$ cat src/rtl/calc_pkg.sv
// calc_pkg: opcode and FSM state encodings shared by the calculator core and its iterative unit
package calc_pkg;
   typedef enum logic [1:0] {OP_ADD = 2'b00, OP_SUB = 2'b01, OP_MUL = 2'b10, OP_DIV = 2'b11} op_e;
   typedef enum logic [1:0] {ST_IDLE = 2'b00, ST_EXEC = 2'b01, ST_DONE = 2'b10} state_e;
endpackage

$ cat src/rtl/calc_muldiv.sv
// calc_muldiv: MAG_W-step shift-add multiplier and restoring divider on unsigned magnitudes
module calc_muldiv
   import calc_pkg::*;
#(
   parameter int MAG_W = 4,
   parameter int OUT_W = 8
) (
   input  logic                         clk,
   input  logic                         rst_n,
   input  logic                         load,
   input  logic                         step,
   input  op_e                          op,
   input  logic [MAG_W-1:0]             a,
   input  logic [MAG_W-1:0]             b,
   output logic [OUT_W-1:0]             res,
   output logic [$clog2(MAG_W+1)-1:0]   cnt
);
   logic [OUT_W-1:0] acc, bsh;
   logic [MAG_W-1:0] q;
   logic [MAG_W:0]   r_try, d;
   logic             divr, ge;
   // q holds the multiplier (shifted out) or the dividend (quotient shifted in)
   assign r_try = {acc[MAG_W-1:0], q[MAG_W-1]};
   assign d     = {1'b0, bsh[MAG_W-1:0]};
   assign ge    = r_try >= d;
   assign res   = divr ? OUT_W'(q) : acc;
   always_ff @(posedge clk or negedge rst_n) begin
      if (!rst_n) begin
         acc  <= '0;
         bsh  <= '0;
         q    <= '0;
         divr <= 1'b0;
         cnt  <= '0;
      end else if (load) begin
         acc  <= '0;
         bsh  <= OUT_W'(b);
         q    <= a;
         divr <= op == OP_DIV;
         cnt  <= '0;
      end else if (step) begin
         if (divr) begin
            acc <= OUT_W'(ge ? r_try - d : r_try);
            q   <= {q[MAG_W-2:0], ge};
         end else begin
            acc <= q[0] ? acc + bsh : acc;
            bsh <= bsh << 1;
            q   <= q >> 1;
         end
         cnt <= cnt + 1'b1;
      end
   end
endmodule

$ cat src/rtl/calc_core.sv
// calc_core: sign-magnitude add/sub/mul/div unit feeding the seven-segment display driver;
// results are registered on leaving DONE and held until the next accepted request.
module calc_core
   import calc_pkg::*;
#(
   parameter int MAG_W = 4,
   parameter int OUT_W = 8
) (
   input  logic             clk,
   input  logic             rst_n,
   input  logic             start,
   input  logic [MAG_W:0]   x,
   input  logic [MAG_W:0]   y,
   input  logic [1:0]       op,
   output logic [OUT_W-1:0] out,
   output logic             sign,
   output logic             err,
   output logic             busy,
   output logic             done
);
   localparam int CNT_W = $clog2(MAG_W + 1);
   state_e           state, state_n;
   op_e              opr;
   logic [MAG_W:0]   xr, yr;
   logic             start_d, accept, is_md, last, xs, ys, dz, as_sign, res_sign;
   logic [OUT_W-1:0] xm, ym, as_mag, md_res, res_mag;
   logic [CNT_W-1:0] cnt;
   assign accept = state == ST_IDLE && start && !start_d;
   assign is_md  = opr == OP_MUL || opr == OP_DIV;
   assign last   = cnt == CNT_W'(MAG_W - 1);
   assign xm     = OUT_W'(xr[MAG_W-1:0]);
   assign ym     = OUT_W'(yr[MAG_W-1:0]);
   assign xs     = xr[MAG_W];
   assign ys     = yr[MAG_W] ^ (opr == OP_SUB);
   assign dz     = opr == OP_DIV && ym == '0;
   // A zero magnitude forces a positive sign, which also absorbs -0 operands
   assign as_mag   = xs == ys ? xm + ym : (xm >= ym ? xm - ym : ym - xm);
   assign as_sign  = xs == ys ? xs : (xm >= ym ? xs : ys);
   assign res_mag  = is_md ? (dz ? '0 : md_res) : as_mag;
   assign res_sign = res_mag != '0 && (is_md ? xr[MAG_W] ^ yr[MAG_W] : as_sign);
   calc_muldiv #(.MAG_W(MAG_W), .OUT_W(OUT_W)) u_muldiv (
      .clk   (clk),
      .rst_n (rst_n),
      .load  (accept),
      .step  (state == ST_EXEC),
      .op    (op_e'(op)),
      .a     (x[MAG_W-1:0]),
      .b     (y[MAG_W-1:0]),
      .res   (md_res),
      .cnt   (cnt)
   );
   always_comb begin
      state_n = state;
      state_n = state == ST_IDLE ? (accept ? ST_EXEC : ST_IDLE)
              : state == ST_EXEC ? ((!is_md || last) ? ST_DONE : ST_EXEC)
              : ST_IDLE;
   end
   always_ff @(posedge clk or negedge rst_n) begin
      if (!rst_n) begin
         state   <= ST_IDLE;
         start_d <= 1'b0;
         xr      <= '0;
         yr      <= '0;
         opr     <= OP_ADD;
         out     <= '0;
         sign    <= 1'b0;
         err     <= 1'b0;
         busy    <= 1'b0;
         done    <= 1'b0;
      end else begin
         state   <= state_n;
         start_d <= start;
         busy    <= state_n == ST_EXEC;
         done    <= state == ST_DONE;
         if (accept) begin
            xr  <= x;
            yr  <= y;
            opr <= op_e'(op);
         end
         if (state == ST_DONE) begin
            out  <= res_mag;
            sign <= res_sign;
            err  <= dz;
         end
      end
   end
endmodule

$ cat config.mk
export PLATFORM = sky130hd
export DESIGN_NAME = calc_core
export DESIGN_NICKNAME = d
export VERILOG_FILES = /design/src/rtl/calc_pkg.sv /design/src/rtl/calc_muldiv.sv /design/src/rtl/calc_core.sv
export SDC_FILE = /design/constraint.sdc
export NUM_CORES = 1
export LEC_CHECK = 0
export BUFFER_PORTS_ARGS = -buffer_cell sky130_fd_sc_hd__buf_2
export CAP_MARGIN = 40
export CORE_UTILIZATION = 45
export CTS_CLUSTER_SIZE = 12
export DETAILED_ROUTE_END_ITERATION = 6
export MAX_ROUTING_LAYER = met4
export SLEW_MARGIN = 20
export SYNTH_ARGS = -nofsm -noshare
export SYNTH_HDL_FRONTEND = slang
export SYNTH_SLANG_ARGS = --single-unit
$ cat constraint.sdc
create_clock -name clk -period 7.4 [get_ports clk]
set_clock_uncertainty 0.05 [all_clocks]
set_input_delay 1.48 -clock clk [delete_from_list [all_inputs] [get_ports clk]]
set_output_delay 1.48 -clock clk [all_outputs]
set_load 0.01 [all_outputs]
==> results of run 1 <==
==> worst register-to-register path: cells and delay by family, from the launching register on <==
family | cells | cell delay (ns)
compound gates | 5 | 0.99
fa+ha+maj | 2 | 0.56
flops | 1 | 0.43
mux | 1 | 0.38
buf+inv | 2 | 0.15
==> stage by stage <==
stage / area, um^2 / hold slack, ns
finish: 3660 / 0.429
global route: 3660 / 0.474
CTS: 3660 / 0.437
detailed placement: 3520 / 0.415
global placement: 3490 / 0.403
floorplan: 3290 / 0.426
==> synth_stat cells, drive strengths merged (2+ instances only) <==
master,count
buf,5
or2,2
nand3,5
a21o,10
nand2,39
ha,25
nor2b,5
o221ai,2
fa,5
o31ai,2
o22ai,3
clkbuf,9
nand2b,9
a22o,2
nor2,20
o21ai,41
xor2,6
mux2,3
a211oi,9
or4,2
mux2i,11
a2111oi,2
o21bai,3
a22oi,3
inv,22
nor3,4
xnor2,7
o21a,3
a31oi,2
a21oi,25
dfrtp,51
==> worst max path at each step <==
stage | from | endpoint | slack, ns
after floorplan | start | u_muldiv.acc[2] | 4.90
after global placement | start | u_muldiv.bsh[1] | 4.40
after detailed placement | start | u_muldiv.acc[2] | 4.56
after CTS | yr[2] | sign | 4.79
after global routing | u_muldiv.q[3] | u_muldiv.acc[0] | 4.66
final | u_muldiv.q[3] | u_muldiv.acc[0] | 4.80
==> flip-flops by register name, summed over array words and instances (netlist names) <==
name,cells
xr,5
u_muldiv.cnt,3
u_muldiv.acc,8
err,1
u_muldiv.q,4
start_d,1
done,1
yr,5
u_muldiv.divr,1
out,8
sign,1
busy,1
u_muldiv.bsh,8
opr,2
state,2
==> cell type report <==
| cell class | count | area, um^2 | share of cell area |
|---|---|---|---|
| flip-flops and latches | 51 | 1280 | 0.349 |
| clock inverters | 2 | 60.1 | 0.0164 |
| repair buffers | 29 | 168 | 0.0458 |
| well taps | 96 | 120 | 0.0328 |
| inverters | 22 | 82.6 | 0.0226 |
| clock buffers | 6 | 72.6 | 0.0198 |
| multi-input cells | 265 | 1880 | 0.514 |
==> power breakdown <==
group	total [mW]	leakage (nW)	internal, mW	switching (mW)
logic	1.13	1.00	0.496	0.636
registers	0.554	0.652	0.399	0.155
clock network	0.229	0.0654	0.135	0.0933
total	1.91	1.72	1.03	0.885
==> kinds of logic (layout without fill, tap and decap cells) <==
family	Yosys count	after routing	synth area share
buf+inv	36	59	0.0441
xor+xnor	13	13	0.0346
simple gates	94	94	0.136
fa+ha+maj	30	30	0.125
compound gates	114	114	0.228
flops	51	51	0.388
mux	14	14	0.0448
==> per-layer routing <==
layer  wire length, um  track usage
met2              3300        0.353
met4                71       0.0537
met3               343       0.0358
met5                 0            -
met1              3730        0.313
==> flow_metrics.tcl, run 1 <==
set metrics [dict create \
    path_max_fanout 6 \
    clock_latency_ns 0.30 \
    required_ns 7.60 \
    start_util 0.474 \
    place_congestion 0.896 \
    crit_type "reg2reg" \
    dieHeight_um 87.5 \
    drt-vias-per-instance 5.44 \
    grt_overflow 0 \
    n_fill_cell 675 \
    setup_slack_ns 4.80 \
    synth_area_per_cell_um2 9.36 \
    yosysTopAreaCellShare 0.388 \
    tightest_slew_ns 0.839 \
    dp_slack_ns 4.56 \
    ant_nets 0 \
    maxCapViolCount 0 \
    rsz0062_at_grt "false" \
    final_util 0.527 \
    endpoint_kind "flop" \
    track_usage 0.227 \
    period_needed_ns 2.60 \
    synth-seq-cells 51 \
    clk_pin_slew_ns 0.10 \
    port_buffers 26 \
    vias 2563 \
    rr_worst_depth 10 \
    avgRoutedWirePerCell_um 15.8 \
    dp.cells 463 \
    crit_path_top_delay_cell "dfrtp_1" \
    drc 0 \
    dieArea_um2 7660 \
    synthFlopType "dfrtp_1" \
    io_pins 27 \
    layout-drive-gt1-share 0.125 \
    clock_sinks 51 \
    leakage_nw 1.72 \
    timing.rr.end "u_muldiv.acc[0]" \
    clockBufferDepth 2 \
    setup_tns_ns 0 \
    synth-async-reset-ratio 1.00 \
    cts_tree "done" \
    critPathArrivalTime_ns 2.80 \
    min_path_cells 2 \
    h-tree-depth 2 \
    status "finished, final reports clean" \
    drt-initial-drc-count 88 \
    cts_setup_buffers 0 \
    finalCritPeriodShare 0.352 \
    hold_path_end "out[7]" \
    cts-root-buf "clkbuf_8" \
    ir_worst_vdd_uv 230 \
    place_hpwl_mm 5.61 \
    relSlewSlack 0.440 \
    cts_buffers 5 \
    dr.pass1.iters 4 \
    final_common_cell "dfrtp_1" \
    holdBufCountCts 0 \
    crit_family "compound AO/OA/AOI/OAI gates" \
    syn_inst 352 \
    diodes 0 \
    yosys-top-cells-area "dfrtp_1, ha_1, o21ai_0, nand2_1, a21oi_1" \
    synth_fp_nets 397 \
    coreArea_um2 6940 \
    hp-class "reg2reg" \
    first_global_vias 2550 \
    fin_cells 471 \
    crit_buf_inv 2 \
    final_nets 419 \
    antenna_found_initial 0 \
    setup_violations 0 \
    yosysSeqAreaShare 0.388 \
    p_total_mw 1.91 \
    hold_viol_final 0 \
    wirelength_mm 7.46 \
    cp_cell_sequence "inv_1, ha_1, inv_1, fa_1, a21o_1, a21oi_1, o21a_1, mux2_2, a211oi_1, a21o_1" \
    syn_to_final_growth_pct 11.1 \
    crit-reg2reg-launch "u_muldiv.q[3]" \
    p_per_area_nw_per_um2 524 \
    fmax_mhz 384 \
    fp-row-count 30 \
    yosysWarnings 0 \
    die_x_um 87.5 \
    synth_cell_types 55 \
    cts-resized-gates 0 \
    slew_violations 0 \
    synth_area_um2 3290 \
    layout_common_cells "dfrtp_1, o21ai_0, nand2_1, buf_2, ha_1" \
    synth_edf_count 0 \
    synth_largest_area_cell "dfrtp_1" \
    crit_cells 10 \
    worstHoldStart "out[7]" \
    grt_max_degree 52 \
    grt_pass1_wl_mm 12.9 \
    worst_setup_path_start_kind "flop" \
    reg2reg_setup_slack_ns 4.80 \
    critPathMaxStageDelay_ns 0.43 \
]
Note: power is estimated with default switching activity, not from simulation.
==> run 2, diff against run 1 <==
Clock period 7.4 ns to 2.4 ns, I/O delays scaled along.
==> flow_metrics.tcl, run 2 (same netlist as run 1, synthesis figures left out) <==
set metrics [dict create \
    rsz0062_at_grt "true" \
    period_needed_ns 2.31 \
    final_nets 437 \
    p_total_mw 6.12 \
    layout-drive-gt1-share 0.179 \
    track_usage 0.229 \
    clk_pin_slew_ns 0.09 \
    wl_met2_mm 3.37 \
    dieHeight_um 87.5 \
    port_buffers 26 \
    drt-vias-per-instance 5.42 \
    coreArea_um2 6940 \
    cp_cell_sequence "inv_1, ha_1, nor2b_1, o21ai_2, a21o_1, a2111oi_0, a211oi_2, a41oi_2" \
    clock_sinks 51 \
    dr.pass1.iters 4 \
    ir_worst_vdd_uv 674 \
    place_hpwl_mm 5.90 \
    clock_latency_ns 0.31 \
    vias 2646 \
    setup_slack_ns 0.0891 \
    grt_overflow 0 \
    critPathMaxStageDelay_ns 0.53 \
    io_pins 27 \
    dp.cells 479 \
    h-tree-depth 2 \
    first_global_vias 2648 \
    fin_hold_ws_ns 0.242 \
    top_regs "out (8), u_muldiv.acc (8), u_muldiv.bsh (8)" \
    crit_path_top_delay_cell "a2111oi_0" \
    final_common_cell "dfrtp_1" \
    dr_wl_met3_um 268 \
    cts-root-buf "clkbuf_8" \
    worst_setup_path_start_kind "flop" \
    fp-row-count 30 \
    path_max_fanout 4 \
    fmax_mhz 433 \
    crit_type "reg2reg" \
    drc 0 \
    clockBufferDepth 2 \
    start_util 0.474 \
    critPathArrivalTime_ns 2.49 \
    wirelength_mm 7.72 \
    finalCritPeriodShare 0.963 \
    hold_viol_final 0 \
    grt_pass1_wl_mm 13.2 \
    avgRoutedWirePerCell_um 15.8 \
    cts_buffers 5 \
    drt-initial-drc-count 104 \
    grt_max_degree 38 \
    antenna_found_initial 0 \
    place_congestion 0.830 \
    wl_met1_mm 3.99 \
    required_ns 2.58 \
    dieArea_um2 7660 \
    layout_common_cells "dfrtp_1, o21ai_0, nand2_1, buf_2" \
    tightest_slew_ns 0.511 \
    dr.max_layer_used "met4" \
    die_x_um 87.5 \
    cts_tree "done" \
    relSlewSlack 0.651 \
    syn_to_final_growth_pct 14.7 \
    diodes 0 \
    setup_tns_ns 0 \
    endpoint_kind "flop" \
    setup_violations 0 \
    slew_violations 0 \
    p_per_area_nw_per_um2 1620 \
    dp_slack_ns 0.0477 \
    status "finished, final reports clean" \
    leakage_nw 1.79 \
    maxCapViolCount 0 \
    crit_family "compound AO/OA/AOI/OAI gates" \
    crit_buf_inv 1 \
    fin_cells 488 \
    hp-class "in2reg" \
    ant_nets 0 \
]
==> run 2: changes by cell type in the layout (fill, tap and decap cells not counted), sizes merged <==
cell         before  now
dlygate4sd3       0    1
clkbuf            6    5
bufinv            2    1
buf              29   46
clkinvlp          0    1
==> run 2: routing by layer <==
| metal | up-vias | GRT usage |
|---|---|---|
| met5 | - | - |
| met2 | 60 | 0.347 |
| li1 | 1319 | - |
| met4 | 0 | 0.0477 |
| met1 | 1253 | 0.326 |
| met3 | 14 | 0.0358 |
==> run 2: worst paths after layout <==
path	end	cells after the start	slack, ns	from
worst max-delay path	sign	8	0.09	xr[0]
worst min-delay path	start_d	1	0.24	start
min in group asynchronous	out[1]	2	0.50	rst_n
worst min register to register	out[7]	2	0.43	out[7]
max in group asynchronous	u_muldiv.acc[2]	3	1.25	rst_n
worst max register to register	sign	8	0.09	xr[0]
==> run 2: area by class of cell <==
type | instances | area, um^2
fill | 668 | 3170
multi-input combinational | 265 | 1900
sequential | 51 | 1280
timing repair buffer | 47 | 290
tap | 96 | 120
inverter | 22 | 82.6
clock buffer | 5 | 68.8
clock inverter | 2 | 37.5
==> run 2: report_power, final <==
part	total, mW	switching (mW)	leakage (nW)	internal (mW)
sequential	1.64	0.410	0.652	1.23
combinational	3.88	2.11	1.09	1.77
clock	0.599	0.294	0.0502	0.305
total	6.12	2.82	1.79	3.31
==> run 2: timing repair <==
item                                    CTS  global route
endpoints found under the setup margin    0            11
hold buffers                              1             0
setup buffers                             0             1
endpoints found under the hold margin     8             0
gates resized for setup                   0             6
==> run 2: per-stage QoR <==
stage               utilization  instance area, um^2
floorplan                     -                 3290
global placement          0.523                 3630
detailed placement        0.523                 3630
CTS                       0.539                 3750
global route              0.544                 3780
finish                    0.544                 3780
